**src/rtl/sap_controller.sv**
```systemverilog
// SAP-1 controller-sequencer: one-hot T-state ring (fetch T1-T3, execute T4-T6) that
// decodes the IR opcode into bus enable/latch strobes, never more than one bus driver per cycle.
module sap_controller #(
   parameter logic [3:0] OP_LDA    = 4'h0,
   parameter logic [3:0] OP_ADD    = 4'h1,
   parameter logic [3:0] OP_SUB    = 4'h2,
   parameter logic [3:0] OP_OUT    = 4'hE,
   parameter logic [3:0] OP_HLT    = 4'hF,
   parameter bit         EARLY_END = 1'b0
) (
   input  logic       clk,
   input  logic       reset,
   input  logic       run,
   input  logic [3:0] opcode,
   output logic       pc_en,
   output logic       pc_inc,
   output logic       mar_latch,
   output logic       ram_en,
   output logic       ir_latch,
   output logic       ir_en,
   output logic       a_latch,
   output logic       a_en,
   output logic       b_latch,
   output logic       alu_en,
   output logic       alu_sub,
   output logic       out_latch,
   output logic [5:0] tstate,
   output logic       halted
);

   // state | meaning
   // T1    | PC -> MAR
   // T2    | PC increment
   // T3    | RAM[MAR] -> IR
   // T4    | LDA/ADD/SUB: operand -> MAR; OUT: A -> OUT; HLT: halt (ring parks here)
   // T5    | LDA: RAM -> A; ADD/SUB: RAM -> B
   // T6    | ADD/SUB: ALU -> A
   typedef enum logic [5:0] {
      T1 = 6'b000001,
      T2 = 6'b000010,
      T3 = 6'b000100,
      T4 = 6'b001000,
      T5 = 6'b010000,
      T6 = 6'b100000
   } tstate_e;

   tstate_e state_q, state_d;
   logic    halted_d;
   logic    last_t;
   logic    active;
   logic    is_mem_op;

   assign is_mem_op = (opcode == OP_LDA) || (opcode == OP_ADD) || (opcode == OP_SUB);
   assign tstate    = state_q;
   // reset gates the strobes directly so they drop the instant reset asserts
   assign active    = reset && run && !halted;

   // the T3 early exit for NOPs sees whatever opcode the IR presents during T3
   always_comb begin
      last_t = (state_q == T6);
      if (EARLY_END) begin
         if (opcode == OP_LDA)
            last_t = (state_q == T5);
         else if ((opcode == OP_ADD) || (opcode == OP_SUB))
            last_t = (state_q == T6);
         else if ((opcode == OP_OUT) || (opcode == OP_HLT))
            last_t = (state_q == T4);
         else
            last_t = (state_q == T3);
      end
   end

   always_comb begin
      state_d  = state_q;
      halted_d = halted;
      if (run && !halted) begin
         if ((state_q == T4) && (opcode == OP_HLT))
            halted_d = 1'b1;
         else if (last_t)
            state_d = T1;
         else begin
            case (state_q)
               T1:      state_d = T2;
               T2:      state_d = T3;
               T3:      state_d = T4;
               T4:      state_d = T5;
               T5:      state_d = T6;
               default: state_d = T1;
            endcase
         end
      end
   end

   always_ff @(posedge clk or negedge reset) begin
      if (!reset) begin
         state_q <= T1;
         halted  <= 1'b0;
      end else begin
         state_q <= state_d;
         halted  <= halted_d;
      end
   end

   always_comb begin
      pc_en     = 1'b0;
      pc_inc    = 1'b0;
      mar_latch = 1'b0;
      ram_en    = 1'b0;
      ir_latch  = 1'b0;
      ir_en     = 1'b0;
      a_latch   = 1'b0;
      a_en      = 1'b0;
      b_latch   = 1'b0;
      alu_en    = 1'b0;
      alu_sub   = 1'b0;
      out_latch = 1'b0;
      if (active) begin
         case (state_q)
            T1: begin
               pc_en     = 1'b1;
               mar_latch = 1'b1;
            end
            T2: pc_inc = 1'b1;
            T3: begin
               ram_en   = 1'b1;
               ir_latch = 1'b1;
            end
            T4: begin
               if (is_mem_op) begin
                  ir_en     = 1'b1;
                  mar_latch = 1'b1;
               end else if (opcode == OP_OUT) begin
                  a_en      = 1'b1;
                  out_latch = 1'b1;
               end
            end
            T5: begin
               if (opcode == OP_LDA) begin
                  ram_en  = 1'b1;
                  a_latch = 1'b1;
               end else if ((opcode == OP_ADD) || (opcode == OP_SUB)) begin
                  ram_en  = 1'b1;
                  b_latch = 1'b1;
               end
            end
            T6: begin
               if ((opcode == OP_ADD) || (opcode == OP_SUB)) begin
                  alu_en  = 1'b1;
                  alu_sub = (opcode == OP_SUB);
                  a_latch = 1'b1;
               end
            end
            default: ;
         endcase
      end
   end

endmodule

```
**config.mk**
```make
export PLATFORM = sky130hd
export DESIGN_NAME = sap_controller
export DESIGN_NICKNAME = d
export VERILOG_FILES = /design/src/rtl/sap_controller.sv
export SDC_FILE = /design/constraint.sdc
export NUM_CORES = 1
export LEC_CHECK = 0
export BUFFER_PORTS_ARGS = -buffer_cell sky130_fd_sc_hd__buf_2
export CELL_PAD_IN_SITES_DETAIL_PLACEMENT = 0
export CELL_PAD_IN_SITES_GLOBAL_PLACEMENT = 2
export CORE_MARGIN = 4
export CORE_UTILIZATION = 25
export DETAILED_ROUTE_END_ITERATION = 8
export HOLD_SLACK_MARGIN = 0.08
export PLACE_DENSITY = 0.85
export SYNTH_ARGS = -nofsm -noshare
export SYNTH_HDL_FRONTEND = slang
export SYNTH_SLANG_ARGS = --single-unit
```
**constraint.sdc**
```tcl
create_clock -name clk -period 4 [get_ports clk]
set_input_delay 0.6 -clock clk [delete_from_list [all_inputs] [get_ports clk]]
set_output_delay 0.6 -clock clk [all_outputs]
set_load 0.005 [all_outputs]
```
==> results of run 1 <==
area by class of cell:
cell class | instances | area share [%]
repair buffers | 25 | 17.7
multi-input cells | 49 | 46.2
well taps | 27 | 4.78
clock buffers | 4 | 3.72
flip-flops and latches | 7 | 25.0
inverters | 5 | 2.65
routing by layer:
metal | global-route usage (%) | vias up | routed length [µm]
li1 | - | 283 | -
met1 | 13.0 | 263 | 642
met2 | 17.9 | 21 | 677
met3 | 4.43 | 0 | 146
met4 | 3.73 | 0 | 0
met5 | 0 | - | 0
where the power goes:
part	total (mW)	switching (mW)	internal [mW]
Sequential	0.120	0.0298	0.0902
Combinational	0.108	0.0553	0.0525
Clock	0.0630	0.0250	0.0380
Total	0.291	0.110	0.181
kinds of logic after synthesis:
logic type | Yosys count | share of synthesized area, %
XOR/XNOR | 1 | 1.66
buffers and inverters | 6 | 4.97
AO/OA/AOI/OAI | 10 | 13.0
AND/OR/NAND/NOR | 33 | 37.1
multiplexers | 5 | 9.93
flip-flops | 7 | 33.3
worst reg2reg max path: stages (launching register included):
cell	delay, ns
dfrtp_1	0.45
nor4_2	0.57
a31oi_1	0.37
mux2_2	0.37
through the flow:
step	power (mW)	instance area, µm²	std cells	setup WS [ns]
3_5_place_dp	0.227	681	113	1.36
2_1_floorplan	0.183	529	62	1.72
6_report	0.291	707	117	1.29
5_1_grt	0.316	707	117	1.20
3_3_place_gp	0.228	681	113	1.40
4_1_cts	0.293	707	117	1.29
registers in the layout, summed over array words and instances, names as in the netlist:
register	flops
tstate	6
halted	1
worst paths after layout:
| check | start | endpoint | slack [ns] | cells past startpoint |
|---|---|---|---|---|
| worst max-delay path | tstate[1]$_DFFE_PN0P_ | alu_sub | 1.29 | 4 |
| worst min-delay path | reset | tstate[3]$_DFFE_PN0P_ | 0.17 | 1 |
| worst max register to register | tstate[1]$_DFFE_PN0P_ | tstate[5]$_DFFE_PN0P_ | 2.14 | 3 |
| worst min register to register | halted$_DFFE_PN0P_ | halted$_DFFE_PN0P_ | 0.50 | 1 |
| max in group asynchronous | reset | tstate[0]$_DFFE_PN1P_ | 3.60 | 1 |
| min in group clk | halted$_DFFE_PN0P_ | halted$_DFFE_PN0P_ | 0.50 | 1 |
Yosys cell counts, types with 2 or more instances:
master	number	area share [%]
a21oi_1	3	2.8
a31oi_1	2	2.4
dfrtp_1	6	28
inv_1	5	3.5
mux2_2	2	4.3
mux2i_1	3	5.7
nand2_1	4	2.8
nand2b_1	2	2.4
nand3_1	3	2.8
nand3b_1	2	2.8
nor2_1	10	7.1
nor2b_1	2	2.4
nor3_1	2	1.9
nor4_1	2	2.4
==> results by group, run 1 <==
Run status
  • Status: finished clean

Setup path
  • Required time worst endpoint: 3.40 ns
  • Slowest stage cell, crit path: or4_1
  • Slowest stage delay, CP: 0.58 ns
  • Worst Setup Start Kind: flip-flop
  • Crit path DAT: 2.11 ns
  • Crit Path Max Fanout: 6
  • Cell Chain, Critical Path: or4_1 > or4_4 > nor4b_2 > buf_2
  • Worst path bufs/invs: 1
  • Kind of critical path: reg -> out
  • Worst path top cell family by delay: simple AND/OR/NAND/NOR gates
  • Setup crit end kind: output pin

Clock tree
  • CTS clk-pin slew, worst paths: 0.05 ns
  • CTS Hold Bufs: 0
  • Clock Sinks: 7
  • CTS tree: done
  • Total CTS buffers: 3
  • Resized cells post-CTS: 0
  • CTS max path bufs: 2
  • Clock Latency Late Sink: 0.25 ns
  • Max H-tree Level: 1
  • Post-CTS setup buffers: 0
  • Clk root buf: clkbuf_4

Yosys
  • Syn_nets: 69
  • Synth Area per Inst: 8.54 µm²
  • Synth Warn #: 0
  • Register area share after synthesis: 33.3%
  • Syn Inst Count: 62
  • Ys flop type: dfrtp_1
  • Distinct cells, synth: 28
  • Synth async-reset ratio: 100%
  • #FFs+latches synth: 7
  • Mapped Area: 529 µm²
  • Post-synth EDFFs: 0

Timing
  • Final Max Slew Viols: 0
  • Final min period: 2.71 ns
  • Worst Tran Pin Value: 0.624 ns
  • Setup Viol. Count Final: 0
  • Setup TNS: 0 ns
  • Fin crit share: 67.8%
  • Fin. Hold Viols: 0
  • Max-slew headroom: 58.2%
  • Worst Skew: 0.00608 ns
  • RSZ-0062 raised after global routing: false
  • Hold slack final: 0.171 ns
  • Fmax: 369 MHz

Floorplanning
  • Row count: 16
  • Core Footprint: 0.00198 mm²
  • Ports: 26
  • Die Wd: 54.0 µm
  • Initial Util: 26.7%
  • Area of the die: 0.00292 mm²
  • Die Y: 54.0 µm

Layout
  • Most common cell after layout, fill and taps aside: buf_2
  • Final-layout fill cell count: 224
  • Most frequent cells in the layout: buf_2, nor2_1, dfrtp_1, inv_1, nand2_1
  • Area growth, synth to finish: 33.6%
  • Sequential cell area: 176 µm²
  • Multi-input gate area: 327 µm²
  • Layout cell share with drive strength beyond 1: 40.0%
  • Final Core Density: 35.7%
  • ANT cells: 0
  • Final net count: 98

Place
  • RePlAce Congestion: 0.745
  • I/O Buffers: 25
  • DP Wirelength: 1.14 mm

GRT
  • Largest net degree at the start of global routing: 9
  • Global route overflow: 0
  • First-pass GRT wire length: 2.32 mm
  • Total GRT Usage: 11.0%
  • Number of global-route vias before repair: 519
  • Initial antenna violation count: 0

Route
  • Drt first pass iters: 4
  • Total Wirelength: 1.47 mm
  • Final ANT Viol Nets: 0
  • Total vias in the final route: 567
  • Post-DR vias/cell: 4.85
  • DRC errors left: 0
  • Violation count after the first detailed-route iteration: 5
  • Drt wl/cell: 12.5 µm

Pwr
  • Leak pwr: 0.357 nW
  • PwrDens: 411 mW/mm²
  • Peak supply drop: 0.000258 V

Run
  • Max Cap Violations: 0

Worst hold path
  • Hold Crit Class: in -> async
Power figures use the tool's default switching activity.
==> inputs of run 2 (changes only) <==
--- a/config.mk
+++ b/config.mk
@@ -9,10 +9,10 @@
 export CELL_PAD_IN_SITES_DETAIL_PLACEMENT = 0
 export CELL_PAD_IN_SITES_GLOBAL_PLACEMENT = 2
 export CORE_MARGIN = 4
-export CORE_UTILIZATION = 25
+export CORE_UTILIZATION = 21
 export DETAILED_ROUTE_END_ITERATION = 8
 export HOLD_SLACK_MARGIN = 0.08
-export PLACE_DENSITY = 0.85
+export PLACE_DENSITY = 0.77
 export SYNTH_ARGS = -nofsm -noshare
 export SYNTH_HDL_FRONTEND = slang
 export SYNTH_SLANG_ARGS = --single-unit
==> constraint.sdc (replaced) <==
create_clock -name clk -period 2.4 [get_ports clk]
set_input_delay 0.36 -clock clk [delete_from_list [all_inputs] [get_ports clk]]
set_output_delay 0.36 -clock clk [all_outputs]
set_load 0.005 [all_outputs]
==> run 2 against run 1 <==
Sequential power grew 56%. Cell count up 8.5%. Register-to-register slack worse by 1.4 ns. Critical path depth up 1. Clock skew shrank 0.0047 ns. Sequential share of layout area is 2.5 points lower. Non-clock buffer count increased by 9. Die area up 16%. Sequential cell count unchanged. Critical path type unchanged. Highest routed layer is now met4.
==> results by group, run 2 (same netlist as run 1, synthesis figures left out) <==
Clock tree
  • Total CTS buffers: 3 (unchanged)
  • Clock Sinks: 7 (unchanged)
  • Max H-tree Level: 1 (unchanged)
  • CTS max path bufs: 2 (unchanged)
  • CTS clk-pin slew, worst paths: 0.05 ns (about the same)
  • CTS tree: done
  • Clk root buf: clkbuf_4
  • Clock Latency Late Sink: 0.25 ns (about the same)

Layout
  • Area growth, synth to finish: 48.2%
  • ANT cells: 0 (unchanged)
  • Layout Cell Area excl Fill: 785 µm² (+11%)
  • Multi-input gate area: 333 µm² (+1.9%)
  • Most common cell after layout, fill and taps aside: buf_2
  • Layout cell share with drive strength beyond 1: 46.5% (+6.5 points)
  • Number of flip-flops in the largest register: 6 (unchanged)
  • Non-filler cells, final: 127 (+8.5%)
  • Final-layout fill cell count: 264 (+18%)
  • Most frequent cells in the layout: buf_2, nor2_1, buf_4, dfrtp_1, inv_1
  • Final net count: 107 (+9.2%)
  • Sequential cell area: 176 µm² (unchanged)

GRT
  • Global route overflow: 0 (unchanged)
  • Number of global-route vias before repair: 595 (+15%)
  • Total GRT Usage: 9.64% (-1.4 points)
  • First-pass GRT wire length: 2.55 mm (+9.8%)
  • Initial antenna violation count: 0 (unchanged)
  • Largest net degree at the start of global routing: 9 (unchanged)

Setup path
  • Crit Path Max Fanout: 3 (-3)
  • Crit path DAT: 1.99 ns (-0.12 ns)
  • Setup crit end kind: output pin
  • Kind of critical path: reg -> out
  • Required time worst endpoint: 2.04 ns (-1.36 ns)
  • Worst Setup Start Kind: flip-flop

Floorplanning
  • Ports: 26 (unchanged)
  • Die Y: 58.2 µm (+7.8%)
  • Area of the die: 0.00339 mm² (+16%)
  • Initial Util: 23.0% (-3.7 points)
  • Row count: 17 (+1)
  • Die Wd: 58.2 µm (+7.8%)
  • Core Footprint: 0.00230 mm² (+16%)

Pwr
  • Comb pwr share: 44.9% (+7.8 points)
  • PwrDens: 679 mW/mm² (+65%)
  • Sequential cell fraction of total power: 35.1% (-6.1 points)
  • Peak supply drop: 0.000362 V (+41%)
  • Leak pwr: 0.401 nW (+13%)
  • Clock power frac: 20.0% (-1.7 points)
  • Internal Power: 0.341 mW (+89%)
  • NetSw: 0.192 mW (+74%)
  • Sw Ratio: 36.0% (-1.9 points)

Worst hold path
  • Hold Crit Class: in -> reg

Timing
  • RSZ-0062 raised after global routing: true
  • Fin. Hold Viols: 0 (unchanged)
  • Worst Skew: 0.00140 ns (-0.00468 ns)
  • Worst Tran Pin Value: 0.336 ns (-0.289 ns)
  • Fmax: 425 MHz
  • Final min period: 2.35 ns
  • Final Max Slew Viols: 0 (unchanged)
  • Setup TNS: 0 ns (unchanged)
  • Setup Viol. Count Final: 0 (unchanged)
  • Max-slew headroom: 77.4% (+19 points)
  • Fin crit share: 98.1%

Route
  • Drt wl/cell: 12.6 µm (+0.17%)
  • Drt first pass iters: 3 (-1)
  • Final ANT Viol Nets: 0 (unchanged)
  • Total Wirelength: 1.59 mm (+8.7%)
  • Total vias in the final route: 601 (+6.0%)
  • DRC errors left: 0 (unchanged)
  • Violation count after the first detailed-route iteration: 2 (-3)
  • Post-DR vias/cell: 4.73 (-2.3%)

Run status
  • Status: finished clean

Place
  • I/O Buffers: 25 (unchanged)
  • DP Wirelength: 1.27 mm (+11%)
  • Placed cell count: 119 (+5.3%)
  • RePlAce Congestion: 0.835 (+12%)
  • Placed Area: 719 µm² (+5.7%)

Run
  • Max Cap Violations: 0 (unchanged)
==> run 2: changes by cell type in the layout (fill, tap and decap cells not counted), sizes merged <==
cell	previous run	this run
dlygate4sd3	0	1
buf	25	33
==> run 2: final timing paths <==
kind | start | endpoint | slack, ns | depth (start not counted)
max | tstate[1]$_DFFE_PN0P_ | b_latch | 0.05 | 5
min | run | halted$_DFFE_PN0P_ | 0.40 | 2
max reg2reg | tstate[3]$_DFFE_PN0P_ | tstate[5]$_DFFE_PN0P_ | 0.77 | 6
min reg2reg | halted$_DFFE_PN0P_ | halted$_DFFE_PN0P_ | 0.51 | 1
max in group asynchronous | reset | tstate[0]$_DFFE_PN1P_ | 1.62 | 3
min in group asynchronous | reset | tstate[1]$_DFFE_PN0P_ | 0.57 | 3
==> run 2: cell type report <==
cell class,count,share of cell area [%]
inverter,5,2.39
sequential,7,22.5
multi-input combinational,49,42.4
tap,28,4.47
clock buffer,4,3.35
timing repair buffer,34,24.9
==> run 2: timing repair <==
action | in CTS | in global routing
endpoints found under the setup margin | 3 | 3
hold endpoints to repair | 6 | 0
setup buffers | 2 | 1
hold buffers | 1 | 0
gates resized for setup | 1 | 1
pin swaps | 0 | 1
==> run 2: worst max-delay path: stages (launching register included) <==
cell and delay, ns:
dfrtp_1 0.38, or4_4 0.54, or4_4 0.45, nand2b_4 0.17
nor2_2 0.10, buf_2 0.11
==> run 2: power by group through the flow <==
stage | clock, mW | sequential (mW) | combinational [mW]
after floorplan | 0 | 0.190 | 0.115
after global placement | 0 | 0.193 | 0.197
after detailed placement | 0 | 0.197 | 0.196
after CTS | 0.111 | 0.188 | 0.227
after global routing | 0.115 | 0.192 | 0.265
final | 0.106 | 0.187 | 0.239
==> run 2: through the flow <==
stage / setup slack [ns] / total power, mW / hold WS [ns] / util (%)
2_1_floorplan: 0.364 / 0.305 / 0.0644 / -
3_3_place_gp: 0.239 / 0.390 / 0.301 / 31.3
3_5_place_dp: 0.211 / 0.393 / 0.302 / 31.3
4_1_cts: 0.0185 / 0.526 / 0.391 / 33.7
5_1_grt: -0.0167 / 0.573 / 0.410 / 34.2
6_report: 0.0461 / 0.533 / 0.397 / 34.2
==> run 2: metal layers <==
layer	part of all wire, %	global-route usage, %	wire length [µm]
met1	41	11.3	656
met2	50	16.9	796
met3	7.9	2.67	126
met4	0.88	2.98	14
met5	0	0	0
